**src/rtl/mux_nto1_scan_if.sv**
```systemverilog
// Bus bundle for the N-channel scanning mux: control/data inputs plus the
// registered selection result.
interface mux_nto1_scan_if #(
  parameter int N_CH = 8,
  parameter int W    = 1
);
  localparam int SEL_W = $clog2(N_CH);

  logic                en;
  logic                mode;
  logic [SEL_W-1:0]    sel;
  logic [N_CH-1:0]     mask;
  logic [N_CH*W-1:0]   d;
  logic [W-1:0]        y;
  logic [SEL_W-1:0]    y_ch;
  logic                y_valid;
  logic                scan_wrap;

  modport master (
    output en, mode, sel, mask, d,
    input  y, y_ch, y_valid, scan_wrap
  );

  modport slave (
    input  en, mode, sel, mask, d,
    output y, y_ch, y_valid, scan_wrap
  );
endinterface

```
**src/rtl/mux_nto1_scan.sv**
```systemverilog
// N-channel W-bit multiplexer with registered output, manual select and an
// auto-scan mode that dwells DWELL cycles on each masked-in channel.
module mux_nto1_scan #(
  parameter int N_CH  = 8,
  parameter int W     = 1,
  parameter int DWELL = 4
) (
  input logic           clk,
  input logic           rst,
  mux_nto1_scan_if.slave bus
);
  localparam int SEL_W = $clog2(N_CH);
  localparam int DW_W  = (DWELL > 1) ? $clog2(DWELL) : 1;

  logic [SEL_W-1:0] ptr;
  logic [DW_W-1:0]  dwell_cnt;
  logic             prev_mode;
  logic             wrap_flag;

  logic [W-1:0]     data_arr [N_CH];
  logic [SEL_W-1:0] ld_ch;
  logic [SEL_W-1:0] out_ch;
  logic             ch_legal;
  logic             ch_on;
  logic [W-1:0]     ch_data;
  logic             dwell_done;
  logic             nxt_found;
  logic [SEL_W-1:0] nxt_ptr;
  int               idx;

  for (genvar i = 0; i < N_CH; i++) begin : g_unpack
    assign data_arr[i] = bus.d[i*W +: W];
  end

  // Channel that feeds the output register this cycle: sel in manual mode,
  // the freshly loaded start channel on scan entry, otherwise the pointer.
  always_comb begin
    ld_ch    = (int'(bus.sel) < N_CH) ? bus.sel : '0;
    out_ch   = bus.mode ? (prev_mode ? ptr : ld_ch) : bus.sel;
    ch_legal = int'(out_ch) < N_CH;
    ch_on    = 1'b0;
    ch_data  = '0;
    if (ch_legal) begin
      ch_on   = !bus.mode || bus.mask[out_ch];
      ch_data = data_arr[out_ch];
    end
    dwell_done = (dwell_cnt == DW_W'(DWELL - 1));
  end

  // Circular search for the next enabled channel after ptr; a single enabled
  // channel finds itself after a full lap.
  always_comb begin
    nxt_found = 1'b0;
    nxt_ptr   = ptr;
    idx       = 0;
    for (int k = 1; k <= N_CH; k++) begin
      idx = int'(ptr) + k;
      if (idx >= N_CH) idx = idx - N_CH;
      if (!nxt_found && bus.mask[idx]) begin
        nxt_found = 1'b1;
        nxt_ptr   = SEL_W'(idx);
      end
    end
  end

  // wrap_flag marks an advance that wrapped; it surfaces on scan_wrap one
  // cycle later so the pulse lines up with y_ch showing the new channel.
  always_ff @(posedge clk) begin
    if (rst) begin
      ptr           <= '0;
      dwell_cnt     <= '0;
      prev_mode     <= 1'b0;
      wrap_flag     <= 1'b0;
      bus.y         <= '0;
      bus.y_ch      <= '0;
      bus.y_valid   <= 1'b0;
      bus.scan_wrap <= 1'b0;
    end else if (bus.en) begin
      prev_mode   <= bus.mode;
      bus.y_ch    <= out_ch;
      bus.y_valid <= ch_on;
      bus.y       <= ch_on ? ch_data : '0;
      if (!bus.mode) begin
        bus.scan_wrap <= 1'b0;
        wrap_flag     <= 1'b0;
      end else if (!prev_mode) begin
        ptr           <= ld_ch;
        dwell_cnt     <= '0;
        bus.scan_wrap <= 1'b0;
        wrap_flag     <= 1'b0;
      end else begin
        bus.scan_wrap <= wrap_flag;
        if (dwell_done) begin
          dwell_cnt <= '0;
          if (nxt_found) begin
            ptr       <= nxt_ptr;
            wrap_flag <= (nxt_ptr <= ptr);
          end else begin
            wrap_flag <= 1'b0;
          end
        end else begin
          dwell_cnt <= dwell_cnt + DW_W'(1);
          wrap_flag <= 1'b0;
        end
      end
    end else begin
      bus.scan_wrap <= 1'b0;
    end
  end
endmodule

```
**src/flat_wrapper.sv**
```systemverilog
// flat-port wrapper written by rule: the top's interface ports become plain ports
module mux_nto1_scan_flat 
#(
  parameter int N_CH  = 8,
  parameter int W     = 1,
  parameter int DWELL = 4
)
  (clk, rst, bus_en, bus_mode, bus_sel, bus_mask, bus_d, bus_y, bus_y_ch, bus_y_valid, bus_scan_wrap);
  mux_nto1_scan_if #(.N_CH(N_CH), .W(W)) bus_i ();
  input logic clk;
  input logic rst;
  input wire logic [$bits(bus_i.en)-1:0] bus_en;
  input wire logic [$bits(bus_i.mode)-1:0] bus_mode;
  input wire logic [$bits(bus_i.sel)-1:0] bus_sel;
  input wire logic [$bits(bus_i.mask)-1:0] bus_mask;
  input wire logic [$bits(bus_i.d)-1:0] bus_d;
  output wire logic [$bits(bus_i.y)-1:0] bus_y;
  output wire logic [$bits(bus_i.y_ch)-1:0] bus_y_ch;
  output wire logic [$bits(bus_i.y_valid)-1:0] bus_y_valid;
  output wire logic [$bits(bus_i.scan_wrap)-1:0] bus_scan_wrap;
  assign bus_i.en = bus_en;
  assign bus_i.mode = bus_mode;
  assign bus_i.sel = bus_sel;
  assign bus_i.mask = bus_mask;
  assign bus_i.d = bus_d;
  assign bus_y = bus_i.y;
  assign bus_y_ch = bus_i.y_ch;
  assign bus_y_valid = bus_i.y_valid;
  assign bus_scan_wrap = bus_i.scan_wrap;
  mux_nto1_scan #(.N_CH(N_CH), .W(W), .DWELL(DWELL)) u_core (.clk(clk), .rst(rst), .bus(bus_i));
endmodule
```
**config.mk**
```make
export PLATFORM = sky130hd
export DESIGN_NAME = mux_nto1_scan_flat
export DESIGN_NICKNAME = d
export VERILOG_FILES = /design/src/rtl/mux_nto1_scan_if.sv /design/src/rtl/mux_nto1_scan.sv /design/src/flat_wrapper.sv
export SDC_FILE = /design/constraint.sdc
export NUM_CORES = 1
export LEC_CHECK = 0
export CORE_ASPECT_RATIO = 1.2
export CORE_UTILIZATION = 35
export CTS_CLUSTER_SIZE = 30
export DETAILED_ROUTE_END_ITERATION = 6
export HOLD_SLACK_MARGIN = 0.1
export PLACE_DENSITY = 0.6
export SLEW_MARGIN = 30
export SYNTH_ARGS = -nofsm -noshare
export SYNTH_HDL_FRONTEND = slang
export SYNTH_SLANG_ARGS = --single-unit
```
**constraint.sdc**
```tcl
create_clock -name clk -period 5.3 [get_ports clk]
set_input_delay 1.06 -clock clk [delete_from_list [all_inputs] [get_ports clk]]
set_output_delay 1.06 -clock clk [all_outputs]
set_load 0.01 [all_outputs]
```
==> impl_metrics.json <==
{
  "antenna_found_initial": 0,
  "dieHeight_um": 83.15,
  "cp.arrival_ns": 4.32,
  "hold_path_end": "u_core.bus.y_valid",
  "skew_ns": 0.004077,
  "grt_max_degree": 28,
  "criticalPathCategory": "flip-flop to flip-flop",
  "numCtsBuffers": 3,
  "drc": 0,
  "fin_ws_ns": 1.127,
  "pwr-share-seq_pct": 24.7,
  "synth_adder_area_share_pct": 3.909,
  "clkPwrFrac_pct": 21.4,
  "cp.required_ns": 5.45,
  "dpl.hpwl_um": 3977,
  "synth-simple-area-share_pct": 16.16,
  "worst_pin_slew_ns": 0.6316,
  "tns_ns": 0,
  "initial_core_util_pct": 36.25,
  "ant_nets": 0,
  "die_area_mm2": 0.005789,
  "postCtsSetupBuffers": 0,
  "status": "finished, final reports clean",
  "slew-limit-headroom_pct": 57.89,
  "synth_warnings": 0,
  "r2r-end": "u_core.wrap_flag",
  "cts_buffer_depth": 2,
  "cts_tree": "yes",
  "finalWirelength_um": 5126,
  "finalHoldViolations": 0,
  "wl_per_cell_um": 17.20,
  "vias_per_cell": 5.950,
  "synth_top_family_by_area": "multiplexers",
  "pre_cts_slack_ns": 0.9764,
  "min_from": "u_core.bus.y_valid",
  "place_inst": 294,
  "report.final.slew_viol_count": 0,
  "synth_area_mm2": 0.001921,
  "p_leak_nw": 0.8342,
  "reg2regPathDepth": 15,
  "async_reset_ff_share_pct": 0,
  "fill_cells": 542,
  "num_rows": 29,
  "drtIter0Drc": 118,
  "synthFlopType": "dfxtp_1",
  "synth_cell_types": 59,
  "pwr-share-comb_pct": 53.9,
  "fin_crit_ns": 4.173,
  "synth_cells": 212,
  "start_kind": "flip-flop",
  "layoutNonFillerInstCount": 298,
  "core_mm2": 0.005298,
  "synth-compound-area-share_pct": 25.02,
  "clk_pin_slew_ns": 0.06,
  "grt_usage_pct": 18.29,
  "postCtsHoldBufs": 0,
  "rsz0062_at_grt": "false",
  "cp-end-kind": "flip-flop",
  "first_global_vias": 1728,
  "vdd_drop_max_uv": 69.34,
  "cp_max_fo": 19,
  "hp-class": "flip-flop to flip-flop",
  "ys_seq_area_share_pct": 13.55,
  "power.share.switching_pct": 39.18,
  "hold_depth": 1,
  "diodes": 0,
  "maxCapViolCount": 0,
  "io_pins": 29,
  "drive_above_1_share_pct": 16.10,
  "portBuffers": 28,
  "grt.overflow.total": 0,
  "layout.nets": 266,
  "p_sw_mw": 0.1673,
  "powerDensity_mw_per_mm2": 188.5,
  "period_share_pct": 78.73,
  "clk_latency_ns": 0.25,
  "synth_nets": 241,
  "h-tree-depth": 1,
  "die_x_um": 69.62,
  "ctsResizeCount": 0,
  "p_int_mw": 0.2597,
  "grt_pass1_wl_um": 8590,
  "cts_root_buffer": "clkbuf_8",
  "avgSynthCellArea_um2": 9.059,
  "via_count": 1773,
  "yosys-mux-area-fraction_pct": 31.27,
  "setup_violations": 0,
  "cts.sinks": 13,
  "dr.pass1.iters": 4,
  "synth_seq_cells": 13,
  "gp_congestion": 0.9215,
  "fmax_mhz": 239.6,
  "synth_edf_count": 0,
  "area_delta_synth_final_pct": 17.92,
  "whs_ns": 0.4605,
  "r2r_slack_ns": 1.13,
  "rr_startpoint": "u_core.ptr[1]",
  "synthXorXnorAreaFrac_pct": 3.648
}
## cell families after synthesis
group,Yosys count
AOI/OAI and AO/OA,62
and+or+nand+nor,59
muxes,45
buffers and inverters,22
DFF,13
adders and majority gates,6
xor gates and xnor gates,5
## cell usage in the layout, fill, tap and decap left out, drive strengths merged, types with 2 or more instances in the layout
master	n
a32oi	3
mux2	11
a211oi	5
inv	11
a21oi	16
ha	6
nand2b	4
buf	3
a31oi	3
o21ai	10
clkdlybuf4s50	28
nor4	3
o211ai	3
a21o	3
mux2i	25
mux4	9
and4	4
dfxtp	13
nand3	9
clkbuf	3
o311ai	2
o221ai	5
xnor2	4
o21a	2
nor2	17
nand2	14
## through the flow
stage               total power, mW  area (um^2)  util (%)
finish                       0.4270         2265     42.75
global route                 0.4568         2265     42.75
CTS                          0.4274         2265     42.75
detailed placement           0.3359         2218     41.88
global placement             0.3341         2218     41.88
floorplan                    0.2776         1921         -
## layer usage
metal / GRT usage (%) / share of wire [%] / routed length [um]
met4: 5.818 / 1.6 / 84
met3: 1.335 / 1.8 / 93
met1: 23.77 / 46 / 2372
met5: 0 / 0 / 0
met2: 32.04 / 50 / 2576
## worst max-delay path by stage
| stage | start | endpoint | slack, ns |
|---|---|---|---|
| 3_3_place_gp | bus_mask[6] | u_core.wrap_flag | 1.06 |
| 6_report | u_core.ptr[1] | u_core.wrap_flag | 1.13 |
| 5_1_grt | u_core.ptr[1] | u_core.wrap_flag | 0.84 |
| 4_1_cts | u_core.ptr[1] | u_core.wrap_flag | 1.14 |
| 3_5_place_dp | bus_mask[6] | u_core.wrap_flag | 0.98 |
| 2_1_floorplan | u_core.ptr[0] | u_core.wrap_flag | 1.53 |
## area by class of cell
type	count	area, um^2	share of cell area, %
well taps	62	77.57	3.425
flip-flops and latches	13	260.3	11.49
multi-input cells	177	1536	67.85
repair buffers	31	302.8	13.37
clock inverters	1	5.005	0.2210
inverters	11	41.29	1.823
clock buffers	3	41.29	1.823
## synthesized netlist by cell type, types with 5 or more instances
master | instances | share of area, %
o21ai_0 | 8 | 2.1
mux2_2 | 10 | 5.9
ha_1 | 6 | 3.9
a211oi_1 | 5 | 2.0
nor2_1 | 17 | 3.3
nand3_1 | 9 | 2.3
mux2i_1 | 24 | 13
mux4_2 | 7 | 8.2
dfxtp_1 | 13 | 14
a21oi_1 | 16 | 4.2
nand2_1 | 14 | 2.7
inv_1 | 9 | 1.8
## registers in the layout, summed over array words and instances, names as in the netlist
signal,cells
u_core.bus.y_ch,3
u_core.bus.scan_wrap,1
u_core.dwell_cnt,2
u_core.bus.y,1
u_core.bus.y_valid,1
u_core.wrap_flag,1
u_core.prev_mode,1
u_core.ptr,3
## power by group through the flow
stage / clock (mW) / sequential (mW) / combinational [mW]
global placement: 0 / 0.107 / 0.227
detailed placement: 0 / 0.107 / 0.228
finish: 0.0915 / 0.105 / 0.230
floorplan: 0 / 0.109 / 0.169
CTS: 0.0930 / 0.105 / 0.229
global route: 0.0994 / 0.106 / 0.252
## worst max-delay path: stages, from the launching register on
cell     delay [ns]
dfxtp_1        0.30
buf_4          0.24
inv_2          0.16
ha_1           0.73
mux2_4         0.36
and4_4         0.17
or4_4          0.54
a31oi_4        0.22
a32oi_1        0.11
o22ai_1        0.17
o21ai_0        0.14
ha_1           0.33
a21o_1         0.16
a21oi_1        0.15
a31oi_1        0.06
o41ai_1        0.22
No activity file was read; power rests on OpenSTA's default activity.
